`src/rtl/div_sequencer.sv`:
```
// -----------------------------------------------------------------------------
// div_sequencer
//
// Sequences a shared, fixed-latency, pipelined 40-bit divide core for the
// RV32M DIV / DIVU / REM / REMU instructions. It sits between the execute
// stage and the core.
//
// The sequencer:
//   * accepts one request at a time over a valid/ready handshake;
//   * resolves divide-by-zero and signed overflow (MIN / -1) itself, without
//     starting the core;
//   * keeps the full quotient/remainder of the last completed core operation,
//     so that a later request with the same operands and signedness returns
//     in one cycle (e.g. DIV followed by REM);
//   * holds the result until the consumer takes it.
//
// Parameters
//   XLEN         operand/result width
//   DIV_LATENCY  core cycles from operand sample to valid quotient/remainder
//
// Ports
//   clk, rst       clock, synchronous active-high reset
//   req_valid      request present
//   req_ready      sequencer can accept (high only in IDLE)
//   req_funct3     100 DIV, 101 DIVU, 110 REM, 111 REMU
//   req_a, req_b   dividend, divisor
//   flush          abort the in-flight or held operation (no response)
//   resp_valid     result available
//   resp_ready     consumer takes the result
//   resp_data      result
//   busy           sequencer not idle (pipeline stall)
//   core_numer     40-bit extended dividend to the core
//   core_denom     40-bit extended divisor to the core
//   core_quotient  40-bit quotient from the core
//   core_remain    40-bit remainder from the core
// -----------------------------------------------------------------------------
module div_sequencer #(
  parameter int XLEN        = 32,
  parameter int DIV_LATENCY = 8
) (
  input  logic            clk,
  input  logic            rst,
  input  logic            req_valid,
  output logic            req_ready,
  input  logic [2:0]      req_funct3,
  input  logic [XLEN-1:0] req_a,
  input  logic [XLEN-1:0] req_b,
  input  logic            flush,
  output logic            resp_valid,
  input  logic            resp_ready,
  output logic [XLEN-1:0] resp_data,
  output logic            busy,
  output logic [39:0]     core_numer,
  output logic [39:0]     core_denom,
  input  logic [39:0]     core_quotient,
  input  logic [39:0]     core_remain
);

  localparam int CORE_W = 40;
  localparam int CNT_W  = $clog2(DIV_LATENCY + 1);

  // The core result is captured on the edge where the count reaches
  // DIV_LATENCY, i.e. while the registered count still holds DIV_LATENCY-1.
  // That places resp_valid DIV_LATENCY+1 cycles after the accept cycle.
  localparam logic [CNT_W-1:0] CNT_LAST = CNT_W'(DIV_LATENCY - 1);

  localparam logic [XLEN-1:0] SMIN = {1'b1, {(XLEN-1){1'b0}}};
  localparam logic [XLEN-1:0] ALL1 = {XLEN{1'b1}};

  typedef enum logic [1:0] {
    IDLE = 2'd0,
    BUSY = 2'd1,
    DONE = 2'd2
  } state_t;

  state_t state, state_nxt;

  // Extend an operand to core width: zero-extend unsigned ops, sign-extend
  // signed ones, so a single signed core serves all four instructions.
  function automatic logic [CORE_W-1:0] extend_op(input logic [XLEN-1:0] v,
                                                 input logic             is_u);
    extend_op = is_u ? {{(CORE_W-XLEN){1'b0}}, v}
                     : {{(CORE_W-XLEN){v[XLEN-1]}}, v};
  endfunction

  // Cases the core must never see: divide by zero and signed MIN / -1.
  function automatic logic special_case(input logic            is_u,
                                        input logic [XLEN-1:0] a,
                                        input logic [XLEN-1:0] b);
    special_case = (b == '0) || (!is_u && (a == SMIN) && (b == ALL1));
  endfunction

  // RV32M-defined results for those cases.
  function automatic logic [XLEN-1:0] special_value(input logic            is_rem,
                                                    input logic [XLEN-1:0] a,
                                                    input logic [XLEN-1:0] b);
    if (b == '0) special_value = is_rem ? a : ALL1;
    else         special_value = is_rem ? '0 : SMIN;
  endfunction

  // Registered operation (sampled at accept, drives the core while BUSY).
  logic [XLEN-1:0]  op_a_p0;
  logic [XLEN-1:0]  op_b_p0;
  logic             op_u_p0;
  logic             op_rem_p0;
  logic [CNT_W-1:0] cnt;

  // Result register presented while DONE.
  logic [XLEN-1:0]  result_p1;

  // Last completed core operation.
  logic             cache_valid;
  logic [XLEN-1:0]  cache_a;
  logic [XLEN-1:0]  cache_b;
  logic             cache_u;
  logic [CORE_W-1:0] cache_q;
  logic [CORE_W-1:0] cache_r;

  // Decode of the incoming request.
  logic             req_u;
  logic             req_rem;
  logic             req_special;
  logic             req_hit;
  logic [XLEN-1:0]  req_spec_val;
  logic [XLEN-1:0]  req_hit_val;

  // Funct3[2] only distinguishes M-extension divides from illegal encodings,
  // which never reach this block.
  logic             unused_funct3_msb;
  assign unused_funct3_msb = req_funct3[2];

  assign req_u        = req_funct3[0];
  assign req_rem      = req_funct3[1];
  assign req_special  = special_case(req_u, req_a, req_b);
  assign req_spec_val = special_value(req_rem, req_a, req_b);
  assign req_hit      = cache_valid && (req_a == cache_a) && (req_b == cache_b) &&
                        (req_u == cache_u) && !req_special;
  assign req_hit_val  = req_rem ? cache_r[XLEN-1:0] : cache_q[XLEN-1:0];

  // FSM control strobes.
  logic accept;
  logic capture;

  always_ff @(posedge clk) begin
    if (rst) state <= IDLE;
    else     state <= state_nxt;
  end

  always_comb begin
    state_nxt  = state;
    accept     = 1'b0;
    capture    = 1'b0;
    req_ready  = (state == IDLE);
    resp_valid = (state == DONE);
    busy       = (state != IDLE);
    case (state)
      IDLE: begin
        // flush in IDLE suppresses the accept even though req_ready is high.
        if (req_valid && !flush) begin
          accept    = 1'b1;
          state_nxt = (req_special || req_hit) ? DONE : BUSY;
        end
      end
      BUSY: begin
        if (flush) begin
          state_nxt = IDLE;
        end else if (cnt == CNT_LAST) begin
          capture   = 1'b1;
          state_nxt = DONE;
        end
      end
      DONE: begin
        // Leaving DONE always goes through IDLE, so a request waiting on
        // req_valid is accepted no earlier than the following cycle.
        if (flush || resp_ready) state_nxt = IDLE;
      end
      default: state_nxt = IDLE;
    endcase
  end

  // ---- stage p0: operand capture at accept, latency count while BUSY ----
  always_ff @(posedge clk) begin
    if (rst) begin
      op_a_p0   <= '0;
      op_b_p0   <= '0;
      op_u_p0   <= 1'b0;
      op_rem_p0 <= 1'b0;
      cnt       <= '0;
    end else if (accept) begin
      op_a_p0   <= req_a;
      op_b_p0   <= req_b;
      op_u_p0   <= req_u;
      op_rem_p0 <= req_rem;
      cnt       <= '0;
    end else if (state == BUSY) begin
      cnt       <= cnt + 1'b1;
    end
  end

  // ---- stage p1: result register (special / cache hit / core capture) ----
  always_ff @(posedge clk) begin
    if (rst) begin
      result_p1 <= '0;
    end else if (accept && req_special) begin
      result_p1 <= req_spec_val;
    end else if (accept && req_hit) begin
      result_p1 <= req_hit_val;
    end else if (capture) begin
      result_p1 <= op_rem_p0 ? core_remain[XLEN-1:0] : core_quotient[XLEN-1:0];
    end
  end

  // Only a completed core operation fills the cache; aborted ones never do.
  always_ff @(posedge clk) begin
    if (rst)          cache_valid <= 1'b0;
    else if (capture) cache_valid <= 1'b1;
  end

  always_ff @(posedge clk) begin
    if (capture) begin
      cache_a <= op_a_p0;
      cache_b <= op_b_p0;
      cache_u <= op_u_p0;
      cache_q <= core_quotient;
      cache_r <= core_remain;
    end
  end

  // Operands are held in registers, so they stay stable for the whole BUSY
  // period; forced to zero while reset is asserted.
  assign core_numer = rst ? '0 : extend_op(op_a_p0, op_u_p0);
  assign core_denom = rst ? '0 : extend_op(op_b_p0, op_u_p0);

  assign resp_data  = (state == DONE) ? result_p1 : '0;

endmodule

```
`config.mk`:
```
export PLATFORM = sky130hd
export DESIGN_NAME = div_sequencer
export DESIGN_NICKNAME = d
export VERILOG_FILES = /design/src/rtl/div_sequencer.sv
export SDC_FILE = /design/constraint.sdc
export NUM_CORES = 1
export LEC_CHECK = 0
export ABC_CLOCK_PERIOD_IN_PS = 18050
export BUFFER_PORTS_ARGS = -buffer_cell sky130_fd_sc_hd__buf_2
export CAP_MARGIN = 30
export CORE_ASPECT_RATIO = 1.25
export CORE_MARGIN = 2
export CORE_UTILIZATION = 48
export DETAILED_ROUTE_END_ITERATION = 12
export HOLD_SLACK_MARGIN = 0.05
export PLACE_DENSITY = 0.73
export SYNTH_ARGS = -nofsm -noshare
export SYNTH_HDL_FRONTEND = slang
export SYNTH_SLANG_ARGS = --single-unit
```
`constraint.sdc`:
```
create_clock -name clk -period 18.05 [get_ports clk]
set_clock_uncertainty 0.2 [all_clocks]
set_input_delay 2.7075 -clock clk [delete_from_list [all_inputs] [get_ports clk]]
set_output_delay 2.7075 -clock clk [all_outputs]
set_load 0.01 [all_outputs]
```
==> metrics.txt <==
# TYPE chip_impl_metric gauge
chip_impl_info{name="run_status",value="complete, no violations"} 1
chip_impl_metric{name="grt_start_max_net_pins",unit=""} 117
chip_impl_metric{name="floorplan.die_area",unit="µm²"} 23500
chip_impl_metric{name="routed_wl",unit="µm"} 29500
chip_impl_metric{name="period_share",unit=""} 0.403
chip_impl_metric{name="synth_cell_type_count",unit=""} 43
chip_impl_metric{name="post_synth.cell_area_avg",unit="µm²"} 10.7
chip_impl_metric{name="fin_area",unit="µm²"} 12800
chip_impl_metric{name="grt_use_met1",unit=""} 0.328
chip_impl_metric{name="critPathMaxFanout",unit=""} 116
chip_impl_info{name="crit_path_cell_trace",value="buf_6 > buf_4 > nor2b_1 > buf_2"} 1
chip_impl_metric{name="maximum_vdd_drop",unit="mV"} 0.0573
chip_impl_metric{name="route.vias.total",unit=""} 8250
chip_impl_metric{name="via_count_of_the_first_global_routing_pass",unit=""} 7659
chip_impl_metric{name="relSlewSlack",unit=""} 0.336
chip_impl_metric{name="async_reset_ff_frac",unit=""} 0
chip_impl_metric{name="drv_slew",unit=""} 0
chip_impl_metric{name="number_of_i_o_port_buffers",unit=""} 249
chip_impl_info{name="criticalPathCategory",value="input port to output pin"} 1
chip_impl_metric{name="layout-drive-gt1-share",unit=""} 0.288
chip_impl_metric{name="dr.pass1.iters",unit=""} 5
chip_impl_metric{name="ys_seq_area_frac",unit=""} 0.560
chip_impl_metric{name="setup_total_negative_slack",unit="ps"} 0
chip_impl_metric{name="setup_viol_count_final",unit=""} 0
chip_impl_metric{name="initial_core_util",unit=""} 0.484
chip_impl_metric{name="layout_setup_ws",unit="ps"} 10770
chip_impl_info{name="hold_path_class",value="register to register"} 1
chip_impl_metric{name="synth_enable_flop_cells",unit=""} 129
chip_impl_metric{name="post_dp_area",unit="µm²"} 12000
chip_impl_info{name="cts.root.buffer_cell",value="clkbuf_16"} 1
chip_impl_info{name="clock_tree_from_tritoncts",value="yes"} 1
chip_impl_metric{name="row_count",unit=""} 61
chip_impl_metric{name="drt.antenna.violating_nets",unit=""} 0
chip_impl_metric{name="use_met3",unit=""} 0.0350
chip_impl_info{name="grt_setup_unrepaired",value="no"} 1
chip_impl_info{name="synthFlopType",value="edfxtp_1"} 1
chip_impl_metric{name="cts_hold_repair.buffers",unit=""} 0
chip_impl_metric{name="global_route.usage.total",unit=""} 0.243
chip_impl_metric{name="synth_warnings",unit=""} 0
chip_impl_metric{name="number_of_buffers_created_by_cts",unit=""} 24
chip_impl_metric{name="coreArea",unit="µm²"} 22100
chip_impl_metric{name="grt_pass1_wl",unit="µm"} 43600
chip_impl_metric{name="worst_skew_pair.late_latency",unit="ps"} 510
chip_impl_metric{name="areaGrowthSynthToFinish",unit="%"} 19.6
chip_impl_metric{name="grt_total_ovfl",unit=""} 0
chip_impl_metric{name="worst_slew_pin_slew",unit="ps"} 995
chip_impl_metric{name="die_height",unit="µm"} 171
chip_impl_metric{name="grt_use_met2",unit=""} 0.396
chip_impl_metric{name="worst_ep_arrival_time",unit="ps"} 4370
chip_impl_info{name="crit_slowest_cell",value="buf_4"} 1
chip_impl_metric{name="cp_slowest_stage_delay",unit="ps"} 660
chip_impl_metric{name="via_per_inst",unit=""} 5.49
chip_impl_metric{name="maxCapViolCount",unit=""} 0
chip_impl_metric{name="initialDrtViolationCount",unit=""} 607
chip_impl_metric{name="layout_min_cycle_time",unit="ps"} 7280
chip_impl_metric{name="post-route-drc-count",unit=""} 0
chip_impl_metric{name="antenna_violations_before_repair",unit=""} 0
chip_impl_metric{name="die-width",unit="µm"} 137
chip_impl_metric{name="wl_per_cell",unit="µm"} 19.6
chip_impl_metric{name="number_of_instances_in_the_synthesized_netlist",unit=""} 997
chip_impl_info{name="crit_end_category",value="output pin"} 1
chip_impl_metric{name="finalHoldViolCount",unit=""} 0
chip_impl_metric{name="dpl_worst_slack",unit="ps"} 10790
chip_impl_metric{name="clock-sinks",unit=""} 234
chip_impl_metric{name="syn_area",unit="µm²"} 10700
chip_impl_info{name="grt_busiest_layer",value="met2"} 1
chip_impl_metric{name="synth_nets",unit=""} 1150
chip_impl_metric{name="ios",unit=""} 267
chip_impl_metric{name="gpl.final_weighted_congestion",unit=""} 0.823
chip_impl_metric{name="power.static_leakage",unit="nW"} 4.80
chip_impl_info{name="setup.worst_path.start_class",value="input port"} 1
chip_impl_metric{name="post-cts-setup-buffer-count",unit=""} 0
chip_impl_metric{name="max_buffers_root_to_sink",unit=""} 3
chip_impl_metric{name="h-tree-depth",unit=""} 1
chip_impl_metric{name="pwr_density_cell",unit="nW/µm²"} 89.9
chip_impl_metric{name="clk_pin_slew",unit="ps"} 70
chip_impl_metric{name="ctsResizeCount",unit=""} 0
chip_impl_metric{name="dp_hpwl",unit="µm"} 20300
chip_impl_metric{name="finish.net_count",unit=""} 1354
chip_impl_metric{name="ys_ff_latch",unit=""} 234
chip_impl_metric{name="required_worst_endpoint",unit="ps"} 15140
chip_impl_metric{name="max_clock_freq",unit="MHz"} 137
## where the power goes
part / switching [mW] / internal (mW) / leakage, nW
sequential: 0.00737 / 0.568 / 2.04
clock: 0.198 / 0.284 / 0.374
combinational: 0.0542 / 0.0367 / 2.38
## placed cells by master (no fill, tap or decap), types with 2 or more instances in the layout
master	instances
nand2_1	168
nand4_1	25
nor2b_1	67
xnor2_1	58
a311oi_1	15
and2_1	32
nor2_1	43
a311oi_2	16
buf_4	11
inv_1	6
clkbuf_16	26
clkinv_2	3
mux2i_1	34
clkbuf_1	7
edfxtp_1	129
nor4_1	20
dfxtp_1	104
mux2_2	31
nand3_1	2
clkbuf_8	2
buf_2	248
xor2_1	7
nor3_1	6
o21ai_0	32
diode_2	2
clkinv_1	3
a21oi_1	67
o211ai_1	31
## critical path, delay by kind of cell
family	cells	cell delay, ps
AND/OR/NAND/NOR	1	100
buffers and inverters	3	1440
## sequential cells by signal, summed over array words and instances, names as in the netlist
| signal | flops |
|---|---|
| op_rem_p0 | 1 |
| cache_u | 1 |
| cache_q | 32 |
| cache_a | 32 |
| cache_valid | 1 |
| cnt | 4 |
| op_b_p0 | 32 |
| state | 2 |
| result_p1 | 32 |
| op_a_p0 | 32 |
| op_u_p0 | 1 |
| cache_b | 32 |
| cache_r | 32 |
## final timing paths
check	from	endpoint	slack, ps	depth (start not counted)
max	rst	core_numer[24]	10770	4
min	op_a_p0[9]	cache_a[9]	250	0
max reg2reg	cache_a[29]	result_p1[31]	14530	9
min reg2reg	op_a_p0[9]	cache_a[9]	250	0
## cells in the mapped netlist, drive strengths merged, types with 32 or more instances
library cell | number | area share
nand2 | 168 | 0.059
edfxtp | 129 | 0.36
dfxtp | 105 | 0.20
nor2b | 68 | 0.040
a21oi | 67 | 0.031
xnor2 | 58 | 0.048
clkbuf | 54 | 0.019
nor2 | 43 | 0.015
mux2i | 34 | 0.032
and2 | 32 | 0.019
mux2 | 32 | 0.034
o21ai | 32 | 0.015
## routing by layer
| layer | wire [µm] | part of all wire |
|---|---|---|
| met3 | 1830 | 0.062 |
| met5 | 0 | 0 |
| met2 | 14200 | 0.48 |
| met4 | 1010 | 0.034 |
| met1 | 12500 | 0.42 |
## per-stage QoR
stage                     hold slack, ps  utilization  cells  power [mW]
after global placement               231        0.544   1458       0.675
after detailed placement             238        0.544   1458       0.677
final                                253        0.579   1503        1.15
after CTS                            247        0.579   1501        1.16
after global routing                 265        0.579   1501        1.19
after floorplan                      222            -    997       0.632
## cells by family after synthesis
group | count (synthesis) | synth area share
and+or+nand+nor | 373 | 0.171
DFF | 234 | 0.560
AOI/OAI and AO/OA | 170 | 0.111
buffers and inverters | 88 | 0.0390
muxes | 66 | 0.0656
xor gates and xnor gates | 65 | 0.0533
adders and majority gates | 1 | 0.00117
## final cells by class
| class | instances | area (µm²) |
|---|---|---|
| Clock inverter | 8 | 63.8 |
| Fill cell | 1913 | 9290 |
| Inverter | 6 | 22.5 |
| Antenna cell | 2 | 5.00 |
| Clock buffer | 35 | 704 |
| Sequential cell | 234 | 5980 |
| Timing Repair Buffer | 260 | 1340 |
| Tap cell | 283 | 354 |
| Multi-Input combinational cell | 675 | 4310 |
Power figures use the tool's default switching activity.
